==> src/rtl/branch_cond_unit.sv <==
// Pipelined branch-condition evaluator with hardware loop counters and saved compare flags.
// One output register; a result is accepted whenever the output slot is empty or being drained.
module branch_cond_unit #(
    parameter int WIDTH     = 16,
    parameter int NUM_CTRS  = 2,
    parameter int CTR_SEL_W = 1
) (
    input  logic                 clk,
    input  logic                 rst_n,
    input  logic                 in_valid,
    output logic                 in_ready,
    input  logic [WIDTH-1:0]     rddata,
    input  logic [WIDTH-1:0]     rsdata,
    input  logic [WIDTH-1:0]     n_imm,
    input  logic [3:0]           cond,
    input  logic                 sgn,
    input  logic [CTR_SEL_W-1:0] ctr_sel,
    output logic                 out_valid,
    input  logic                 out_ready,
    output logic                 jump,
    output logic [2:0]           flags
);

    typedef enum logic [3:0] {
        C_GT     = 4'b0000, C_LT    = 4'b0001, C_EQ   = 4'b0010, C_NE   = 4'b0011,
        C_ZERO   = 4'b0100, C_NEG   = 4'b0101, C_GE   = 4'b0110, C_LE   = 4'b0111,
        C_GT_I   = 4'b1000, C_LT_I  = 4'b1001, C_EQ_I = 4'b1010, C_NE_I = 4'b1011,
        C_LLOAD  = 4'b1100, C_LDEC  = 4'b1101, C_SETF = 4'b1110, C_FBR  = 4'b1111
    } cond_e;

    logic             out_valid_q, out_valid_d;
    logic             jump_q, jump_d;
    logic [2:0]       flags_q, flags_d;
    logic [WIDTH-1:0] ctr_q [NUM_CTRS];
    logic [WIDTH-1:0] ctr_d [NUM_CTRS];

    logic             accept;
    logic [WIDTH-1:0] op_b, a_x, b_x, rs_x;
    logic             gt, lt, eq;
    logic             gt_rs, lt_rs, eq_rs;
    logic             ctr_hit;
    logic [WIDTH-1:0] ctr_cur;

    assign in_ready  = !out_valid_q || out_ready;
    assign accept    = in_valid && in_ready;
    assign out_valid = out_valid_q;
    assign jump      = jump_q;
    assign flags     = flags_q;

    // Signed compare = unsigned compare with the sign bits inverted.
    assign op_b  = cond[3] ? n_imm : rsdata;
    assign a_x   = {rddata[WIDTH-1] ^ sgn, rddata[WIDTH-2:0]};
    assign b_x   = {op_b[WIDTH-1] ^ sgn, op_b[WIDTH-2:0]};
    assign rs_x  = {rsdata[WIDTH-1] ^ sgn, rsdata[WIDTH-2:0]};
    assign gt    = a_x > b_x;
    assign lt    = a_x < b_x;
    assign eq    = rddata == op_b;
    assign gt_rs = a_x > rs_x;
    assign lt_rs = a_x < rs_x;
    assign eq_rs = rddata == rsdata;

    // Selected counter lookup; out-of-range selects simply never hit.
    always_comb begin
        ctr_hit = 1'b0;
        ctr_cur = '0;
        for (int i = 0; i < NUM_CTRS; i++) begin
            if (CTR_SEL_W'(i) == ctr_sel) begin
                ctr_hit = 1'b1;
                ctr_cur = ctr_q[i];
            end
        end
    end

    // NOTE: every always_comb output gets a default first so no latch is inferred.
    always_comb begin
        jump_d      = jump_q;
        flags_d     = flags_q;
        ctr_d       = ctr_q;
        out_valid_d = out_valid_q;
        if (accept) begin
            out_valid_d = 1'b1;
            jump_d      = 1'b0;
            unique case (cond_e'(cond))
                C_GT, C_GT_I: jump_d = gt;
                C_LT, C_LT_I: jump_d = lt;
                C_EQ, C_EQ_I: jump_d = eq;
                C_NE, C_NE_I: jump_d = !eq;
                C_ZERO:       jump_d = rddata == '0;
                C_NEG:        jump_d = rddata[WIDTH-1];
                C_GE:         jump_d = !lt;
                C_LE:         jump_d = !gt;
                C_LLOAD: begin
                    for (int i = 0; i < NUM_CTRS; i++)
                        if (CTR_SEL_W'(i) == ctr_sel) ctr_d[i] = rddata;
                end
                C_LDEC: begin
                    if (ctr_hit && ctr_cur != '0) begin
                        jump_d = ctr_cur != WIDTH'(1);
                        for (int i = 0; i < NUM_CTRS; i++)
                            if (CTR_SEL_W'(i) == ctr_sel) ctr_d[i] = ctr_cur - WIDTH'(1);
                    end
                end
                C_SETF:       flags_d = {gt_rs, lt_rs, eq_rs};
                C_FBR:        jump_d = |(flags_q & n_imm[2:0]);
                default:      jump_d = 1'b0;
            endcase
        end else if (out_ready) begin
            out_valid_d = 1'b0;
        end
    end

    // NOTE: state registers use non-blocking assignments; the counter bank is
    // architecturally visible, so it is reset along with the control state.
    always_ff @(posedge clk) begin
        if (!rst_n) begin
            out_valid_q <= 1'b0;
            jump_q      <= 1'b0;
            flags_q     <= 3'b000;
            for (int i = 0; i < NUM_CTRS; i++) ctr_q[i] <= '0;
        end else begin
            out_valid_q <= out_valid_d;
            jump_q      <= jump_d;
            flags_q     <= flags_d;
            ctr_q       <= ctr_d;
        end
    end

endmodule

==> config.mk <==
export PLATFORM = sky130hd
export DESIGN_NAME = branch_cond_unit
export DESIGN_NICKNAME = d
export VERILOG_FILES = /design/src/rtl/branch_cond_unit.sv
export SDC_FILE = /design/constraint.sdc
export NUM_CORES = 1
export LEC_CHECK = 0
export ABC_AREA = 0
export CELL_PAD_IN_SITES_DETAIL_PLACEMENT = 0
export CELL_PAD_IN_SITES_GLOBAL_PLACEMENT = 1
export CORE_ASPECT_RATIO = 1.75
export CORE_UTILIZATION = 30
export CTS_CLUSTER_DIAMETER = 100
export DETAILED_ROUTE_END_ITERATION = 7
export GPL_ROUTABILITY_DRIVEN = 0
export PLACE_DENSITY_LB_ADDON = 0.1
export SKIP_CTS_REPAIR_TIMING = 1
export SYNTH_ARGS = -nofsm -noshare
export SYNTH_HDL_FRONTEND = slang
export SYNTH_SLANG_ARGS = --single-unit
==> constraint.sdc <==
create_clock -name clk -period 3.8 [get_ports clk]
set_clock_uncertainty 0.15 [all_clocks]
set_input_delay 0.95 -clock clk [delete_from_list [all_inputs] [get_ports clk]]
set_output_delay 0.95 -clock clk [all_outputs]
set_load 0.02 [all_outputs]
Word level (Yosys, flattened, before mapping):

Index checks and enable logic that the tools add are counted.

* register bits: 37
* bits of input ports: 58
* logic and storage cells: 68
* output and inout port bits: 6

* mux-type cells: 12
* equality and inequality tests: 23
* bitwise operators: 4
* order comparisons: 4
* $add $sub $neg: 1
* reductions and logical operators: 19

Operators by type and width (number)
* $mux 16: 6
* $pmux 32 s2: 1
* $eq 16x16->1: 2
* $eq 4x4->1 const B: 8
* $gt 16x16->1: 2
* $lt 16x16->1: 2
* $mux 32: 1
* $eq 4x3->1 const B: 4
* $logic_not 16->1: 1
* $ne 16x1->1 const B: 1
* $reduce_bool 16->1: 1
* $sub 16x1->16 const B: 1
* $ne 2x2->1 const B: 5
* $pmux 1 s10: 1
* $reduce_and 5->1: 2
* $eq 4x2->1 const B: 2
* $reduce_or 2->1: 4
* $eq 4x1->1 const B: 1
* $logic_not 1->1: 4
* $logic_not 4->1: 1
* $reduce_bool 2->1: 2
* $and 3x3->3: 1
* $mux 1: 3
* $reduce_or 3->1: 1
* 4 further kinds: 6

Depth between registers and ports, before layout:

Gate-level depths: netlist of the first run.

* depth in word-level cells: 5
* mapped depth: 11
* depth with buffers taken out: 9

Least setup slack after synthesis of the first run:

OpenSTA, ideal clock, no wires.

* path kind: input port to flip-flop
* from: input cond[3]
* to: register jump_q (netlist: jump)
* slack: 0.072 ns
* required time: 3.524 ns
* library setup time: 0.126 ns
* stages on the path: 10
* data arrival time: 3.452 ns
* buffers on the path: 2
* path through: buf_1 clkbuf_1 mux2i_1 ha_1 nand2_1 or3_1 nor4_1 xor2_1 a311oi_1 a31oi_1

* word-level cells in the longest chain between the ends: 5
* elaborated cells on any way between the ends: 27
* those cells by class: order compare (2); eq/ne (14); mux (2); bitwise (1); reduce/logical (8)

RTL lines
* start, declared: RTL line 15 `input logic [3:0] cond,`
* $mux 16: RTL line 51 `assign op_b = cond[3] ? n_imm : rsdata;`
* $xor 1x1->1: RTL line 53 `assign b_x = {op_b[WIDTH-1] ^ sgn, op_b[WIDTH-2:0]};`
* $gt 16x16->1 or $lt 16x16->1 (tied branches): RTL line 55, 56
* $logic_not 1->1, on equally long branches: RTL line 91, 90
* $pmux 1 s10 (*): RTL line 83 `unique case (cond_e'(cond))`
* end signal, assigned: RTL line 122 `jump_q <= jump_d;`
* end, declared: RTL line 32 `logic jump_q, jump_d;`

Mark *: on every way between the ends. The rest lies on a longest branch, timed or not.
A chain may end at the register's enable or synchronous reset.

Worst setup path in the final report of the first run:

Same ends and word-level chain as after synthesis.

==> results of run 1 <==
final cells by class:
cell class                      count  area (sq um)  area share
Multi-Input combinational cell    350          2500       0.559
Timing Repair Buffer               87           848       0.189
Sequential cell                    37           741       0.165
Tap cell                          132           165      0.0369
Clock buffer                        7           143      0.0318
Inverter                           21          78.8      0.0176
worst paths after layout:
path                             endpoint  depth (start not counted)      from
worst max-delay path                 jump                         10   cond[3]
worst min-delay path             ctr_q[0]                          1  ctr_q[0]
worst max register to register  ctr_q[12]                          6  ctr_q[5]
worst min register to register   ctr_q[0]                          1  ctr_q[0]
state kept, by name, summed over array words and instances (netlist names):
name,flops
ctr_q,32
flags,3
jump,1
out_valid,1
cells in the mapped netlist, types with 2 or more instances:
library cell  number
nand2b_1           4
nor3_1            11
or3b_2             2
a2111oi_0          3
inv_1             21
mux2i_1           33
or3_1              3
nor4_1            12
a211oi_1          17
clkbuf_8           5
dfxtp_1           37
xnor2_1           10
mux2_2             3
o22ai_1            3
ha_1              36
nand3_1           17
a21o_1             3
xor2_1             8
and2_1             5
o21ai_0           29
nand2_1           28
nor2_1            23
a311oi_1           2
nand3b_1           3
o211ai_1           4
clkbuf_1          15
nor3b_1            3
a41o_1             2
nor2b_1            4
nand4_1            6
o21a_1             5
a21oi_1           38
a31oi_1            7
or4_1              5
o32ai_1            2
through the flow:
stage	power (uW)	hold slack [ns]	std cells
floorplan	629	0.293	432
global placement	798	0.307	627
detailed placement	801	0.318	627
CTS	1220	0.339	634
global route	1280	0.350	634
finish	1210	0.341	634
kinds of logic (layout without fill, tap and decap cells):
| kind of cell | Yosys count | after routing | synth area share |
|---|---|---|---|
| and+or+nand+nor | 132 | 132 | 0.204 |
| AOI/OAI and AO/OA | 128 | 128 | 0.234 |
| adders and majority gates | 36 | 36 | 0.130 |
| muxes | 36 | 36 | 0.105 |
| buffers and inverters | 45 | 115 | 0.0669 |
| DFF | 37 | 37 | 0.214 |
| xor gates and xnor gates | 18 | 18 | 0.0456 |
power breakdown:
group,switching [uW],internal (uW)
clock network,164,258
registers,8.60,396
logic,200,185
total,373,839
routing by layer:
layer	vias up	track usage	wire, microns
met5	-	0	0
met4	0	0.0953	386
met3	16	0.0154	218
met2	63	0.440	7030
met1	1635	0.203	4430
li1	1772	-	-
critical path, delay by kind of cell:
| kind | cells | cell delay [ns] |
|---|---|---|
| AO/OA/AOI/OAI | 2 | 0.40 |
| XOR/XNOR | 1 | 0.11 |
| adder cells (fa/ha/maj) | 1 | 0.32 |
| buffers and inverters | 2 | 0.67 |
| multiplexers | 1 | 0.09 |
| AND/OR/NAND/NOR | 3 | 0.91 |
==> flow_metrics.env, run 1 <==
export IMPL_die_w_microns=83.2
export IMPL_grt_util_all_layers=0.210
export IMPL_path_class="primary input to flip-flop"
export IMPL_cp_end_kind="flip-flop"
export IMPL_cp_arrival_ns=3.46
export IMPL_num_rows=51
export IMPL_dp_slack_ns=0.0796
export IMPL_setup_tns_final_ns=0
export IMPL_routedWlPerCell_microns=19.0
export IMPL_overflow=0
export IMPL_final_cell_mix="clkdlybuf4s50_1, a21oi_1, dfxtp_1, ha_1, mux2i_1"
export IMPL_synth_cells=432
export IMPL_synthTopCellsByArea="dfxtp_1, ha_1, mux2i_1"
export IMPL_p_per_area_nw_per_um2=271
export IMPL_cts_tree="yes"
export IMPL_synth_seq_cells=37
export IMPL_tightest_slew_ns=0.541
export IMPL_fin_crit_ns=3.43
export IMPL_die_h_microns=144
export IMPL_hold_violations=0
export IMPL_syn_nets=526
export IMPL_drive_above_1_share=0.0777
export IMPL_drt_pass1_iter_count=4
export IMPL_worstPathCellList="clkdlybuf4s50_1 > buf_12 > mux2i_1 > ha_1 > nand3_1 > or3_1 > nor4_1 > xor2_1 > a311oi_1 > a31oi_1"
export IMPL_synth_distinct_cells=58
export IMPL_start_util=0.310
export IMPL_finalMaxSlewViolations=0
export IMPL_finish_utilization=0.401
export IMPL_max_slew_margin=0.630
export IMPL_ys_warn_count=0
export IMPL_hp_class="flip-flop to flip-flop"
export IMPL_finalInstanceArea_sq_um=4480
export IMPL_clk_path_buf_depth=2
export IMPL_synthFlopType="dfxtp_1"
export IMPL_hpwlAfterDp_microns=9830
export IMPL_cts_buffers=5
export IMPL_antenna_left=0
export IMPL_nNetsFinal=596
export IMPL_vias=3486
export IMPL_io_pin_count=64
export IMPL_achievable_frequency_mhz=291
export IMPL_drc=0
export IMPL_async_flop_share=0
export IMPL_status="complete, no violations"
export IMPL_p_leak_uw=0.00183
export IMPL_synth_top_area_frac=0.214
export IMPL_cts_root_buffer="clkbuf_16"
export IMPL_syn_avg_cell_area_sq_um=8.01
export IMPL_setup_ws_ns=0.365
export IMPL_critical_path_max_stage_delay_ns=0.50
export IMPL_placed_area_sq_um=4340
export IMPL_grt_pass1_vias=3660
export IMPL_h_tree_depth=2
export IMPL_r2r_slack_ns=1.15
export IMPL_final_fill_count=1149
export IMPL_routed_wl_microns=12100
export IMPL_grt_max_degree=33
export IMPL_syn_cell_area_sq_um=3460
export IMPL_antenna_found_initial=0
export IMPL_antenna_cells=0
export IMPL_die_area_sq_um=12000
export IMPL_syn_to_final_growth_pct=29.4
export IMPL_slowest_stage="clkdlybuf4s50_1"
export IMPL_drt_iter0_drc=125
export IMPL_required_ns=3.82
export IMPL_max_vdd_ir_drop_mv=0.245
export IMPL_synth_sequential_area_ratio=0.214
export IMPL_cp_start_kind="primary input"
export IMPL_rsz0062_at_grt="false"
export IMPL_yosysTopAreaCell="dfxtp_1"
export IMPL_min_period_over_period=0.904
export IMPL_synth_enable_flop_cells=0
export IMPL_setup_viol=0
export IMPL_grt_first_pass_wirelength_microns=19100
export IMPL_core_area_sq_um=11200
export IMPL_critPathMaxFanout=15
export IMPL_clock_latency_ns=0.29
export IMPL_final_common_cell="clkdlybuf4s50_1"
export IMPL_routed_via_density=5.50
export IMPL_port_buffer_count=63
export IMPL_clk_pin_slew_worst_paths_ns=0.06
export IMPL_cts_num_sinks=37
export IMPL_drv_cap=0
Note: power is estimated with default switching activity, not from simulation.
==> run 2, diff against run 1 <==
--- a/config.mk
+++ b/config.mk
@@ -15,6 +15,7 @@
 export GPL_ROUTABILITY_DRIVEN = 0
 export PLACE_DENSITY_LB_ADDON = 0.1
 export SKIP_CTS_REPAIR_TIMING = 1
+export SKIP_LAST_GASP = 1
 export SYNTH_ARGS = -nofsm -noshare
 export SYNTH_HDL_FRONTEND = slang
 export SYNTH_SLANG_ARGS = --single-unit
==> results of run 2 <==
Same layout as run 1: the final DEF is identical, and so are final timing and power.
==> run 3, diff against run 2 <==
--- a/config.mk
+++ b/config.mk
@@ -13,7 +13,8 @@
 export CTS_CLUSTER_DIAMETER = 100
 export DETAILED_ROUTE_END_ITERATION = 7
 export GPL_ROUTABILITY_DRIVEN = 0
-export PLACE_DENSITY_LB_ADDON = 0.1
+export HOLD_SLACK_MARGIN = 0.12
+export PLACE_DENSITY = 0.67
 export SKIP_CTS_REPAIR_TIMING = 1
 export SKIP_LAST_GASP = 1
 export SYNTH_ARGS = -nofsm -noshare
==> flow_metrics.env, run 3 (synthesis gave the netlist of run 1 again) <==
export IMPL_status="complete, no violations"
export IMPL_max_slew_margin=0.519
export IMPL_routed_via_density=5.64
export IMPL_setup_ws_ns=0.356
export IMPL_power_switching_uw=381
export IMPL_seqCellArea_sq_um=741
export IMPL_tightest_slew_ns=0.719
export IMPL_core_area_sq_um=11200
export IMPL_rsz0062_at_grt="false"
export IMPL_dp_slack_ns=0.0852
export IMPL_largest_reg_flops=32
export IMPL_port_buffer_count=63
export IMPL_path_class="primary input to flip-flop"
export IMPL_antenna_left=0
export IMPL_final_common_cell="clkdlybuf4s50_1"
export IMPL_required_ns=3.86
export IMPL_die_h_microns=144
export IMPL_final_fill_count=1172
export IMPL_drive_above_1_share=0.0815
export IMPL_achievable_frequency_mhz=290
export IMPL_p_seq_frac=0.336
export IMPL_cts_num_sinks=37
export IMPL_antenna_cells=0
export IMPL_finalInstanceArea_sq_um=4500
export IMPL_io_pin_count=64
export IMPL_drv_cap=0
export IMPL_multi_input_area_sq_um=2500
export IMPL_vias=3580
export IMPL_hold_violations=0
export IMPL_die_area_sq_um=12000
export IMPL_routed_wl_microns=11600
export IMPL_num_rows=51
export IMPL_setup_viol=0
export IMPL_cts_tree="yes"
export IMPL_grt_pass1_vias=3655
export IMPL_h_tree_depth=2
export IMPL_clock_latency_ns=0.29
export IMPL_antenna_found_initial=0
export IMPL_cts_root_buffer="clkbuf_16"
export IMPL_drc=0
export IMPL_overflow=0
export IMPL_final_cell_mix="clkdlybuf4s50_1, a21oi_1, dfxtp_1, ha_1, mux2i_1"
export IMPL_cp_start_kind="primary input"
export IMPL_fin_crit_ns=3.44
export IMPL_cp_arrival_ns=3.50
export IMPL_start_util=0.310
export IMPL_regMostFlops="ctr_q"
export IMPL_critPathMaxFanout=17
export IMPL_drt_pass1_iter_count=4
export IMPL_clk_path_buf_depth=2
export IMPL_p_clk_frac=0.343
export IMPL_p_comb_frac=0.322
export IMPL_grt_max_degree=33
export IMPL_nNetsFinal=596
export IMPL_syn_to_final_growth_pct=30.2
export IMPL_min_period_over_period=0.906
export IMPL_drt_iter0_drc=149
export IMPL_p_leak_uw=0.00184
export IMPL_clk_pin_slew_worst_paths_ns=0.06
export IMPL_routedWlPerCell_microns=18.3
export IMPL_cp_end_kind="flip-flop"
export IMPL_hpwlAfterDp_microns=9420
export IMPL_hp_class="flip-flop to flip-flop"
export IMPL_p_per_area_nw_per_um2=268
export IMPL_grt_util_all_layers=0.196
export IMPL_power_internal_uw=825
export IMPL_cts_buffers=5
export IMPL_finalMaxSlewViolations=0
export IMPL_placed_area_sq_um=4360
export IMPL_grt_first_pass_wirelength_microns=18200
export IMPL_die_w_microns=83.2
export IMPL_netSwitchingFraction=0.316
export IMPL_max_vdd_ir_drop_mv=0.157
export IMPL_setup_tns_final_ns=0
-- run 3: changes by cell type in the layout (fill, tap and decap cells not counted) --
| cell | delta |
|---|---|
| clkinv_2 | +2 |
| buf_4 | -2 |
| buf_12 | +2 |
| clkinvlp_4 | +1 |
| clkbuf_1 | -1 |
| clkbuf_8 | -1 |
-- run 3: path summary, 6_finish.rpt --
kind	from	end	slack [ns]	cells after the start
worst max-delay path	cond[3]	jump	0.36	10
worst min register to register	ctr_q[0]	ctr_q[0]	0.35	1
worst max register to register	ctr_q[5]	ctr_q[28]	1.13	7
worst min-delay path	ctr_q[0]	ctr_q[0]	0.35	1
-- run 3: routing by layer --
| metal | wire length [microns] | vias to the layer above | track usage |
|---|---|---|---|
| li1 | - | 1771 | - |
| met1 | 4180 | 1700 | 0.186 |
| met2 | 6710 | 78 | 0.408 |
| met3 | 245 | 31 | 0.0131 |
| met4 | 505 | 0 | 0.109 |
| met5 | 0 | - | 0 |
-- run 3: power groups by stage --
stage                     Combinational [uW]  Clock [uW]  Sequential [uW]
after floorplan                          217           0              413
after global placement                   384           0              413
after detailed placement                 387           0              413
after CTS                                389         423              405
after global routing                     426         437              406
final                                    388         414              405
-- run 3: area by class of cell --
type | count | share of cell area
Sequential cell | 37 | 0.164
Multi-Input combinational cell | 350 | 0.556
Inverter | 21 | 0.0175
Clock buffer | 5 | 0.0278
Tap cell | 132 | 0.0367
Clock inverter | 3 | 0.00389
Timing Repair Buffer | 87 | 0.194
-- run 3: metrics by stage --
stage	utilization	total power, uW	hold WS [ns]	instances
floorplan	-	629	0.293	432
global placement	0.391	797	0.307	627
detailed placement	0.391	800	0.336	627
CTS	0.403	1220	0.344	635
global route	0.403	1270	0.362	635
finish	0.403	1210	0.346	635
-- run 3: worst max-delay path: stages --
cell and delay, ns:
clkdlybuf4s50_1 0.58, buf_12 0.19, mux2i_1 0.31, xor2_1 0.11, ha_1 0.35, nand4_1 0.13, nor4_1 0.39, and3b_1 0.21
o211ai_1 0.09, a31oi_1 0.19
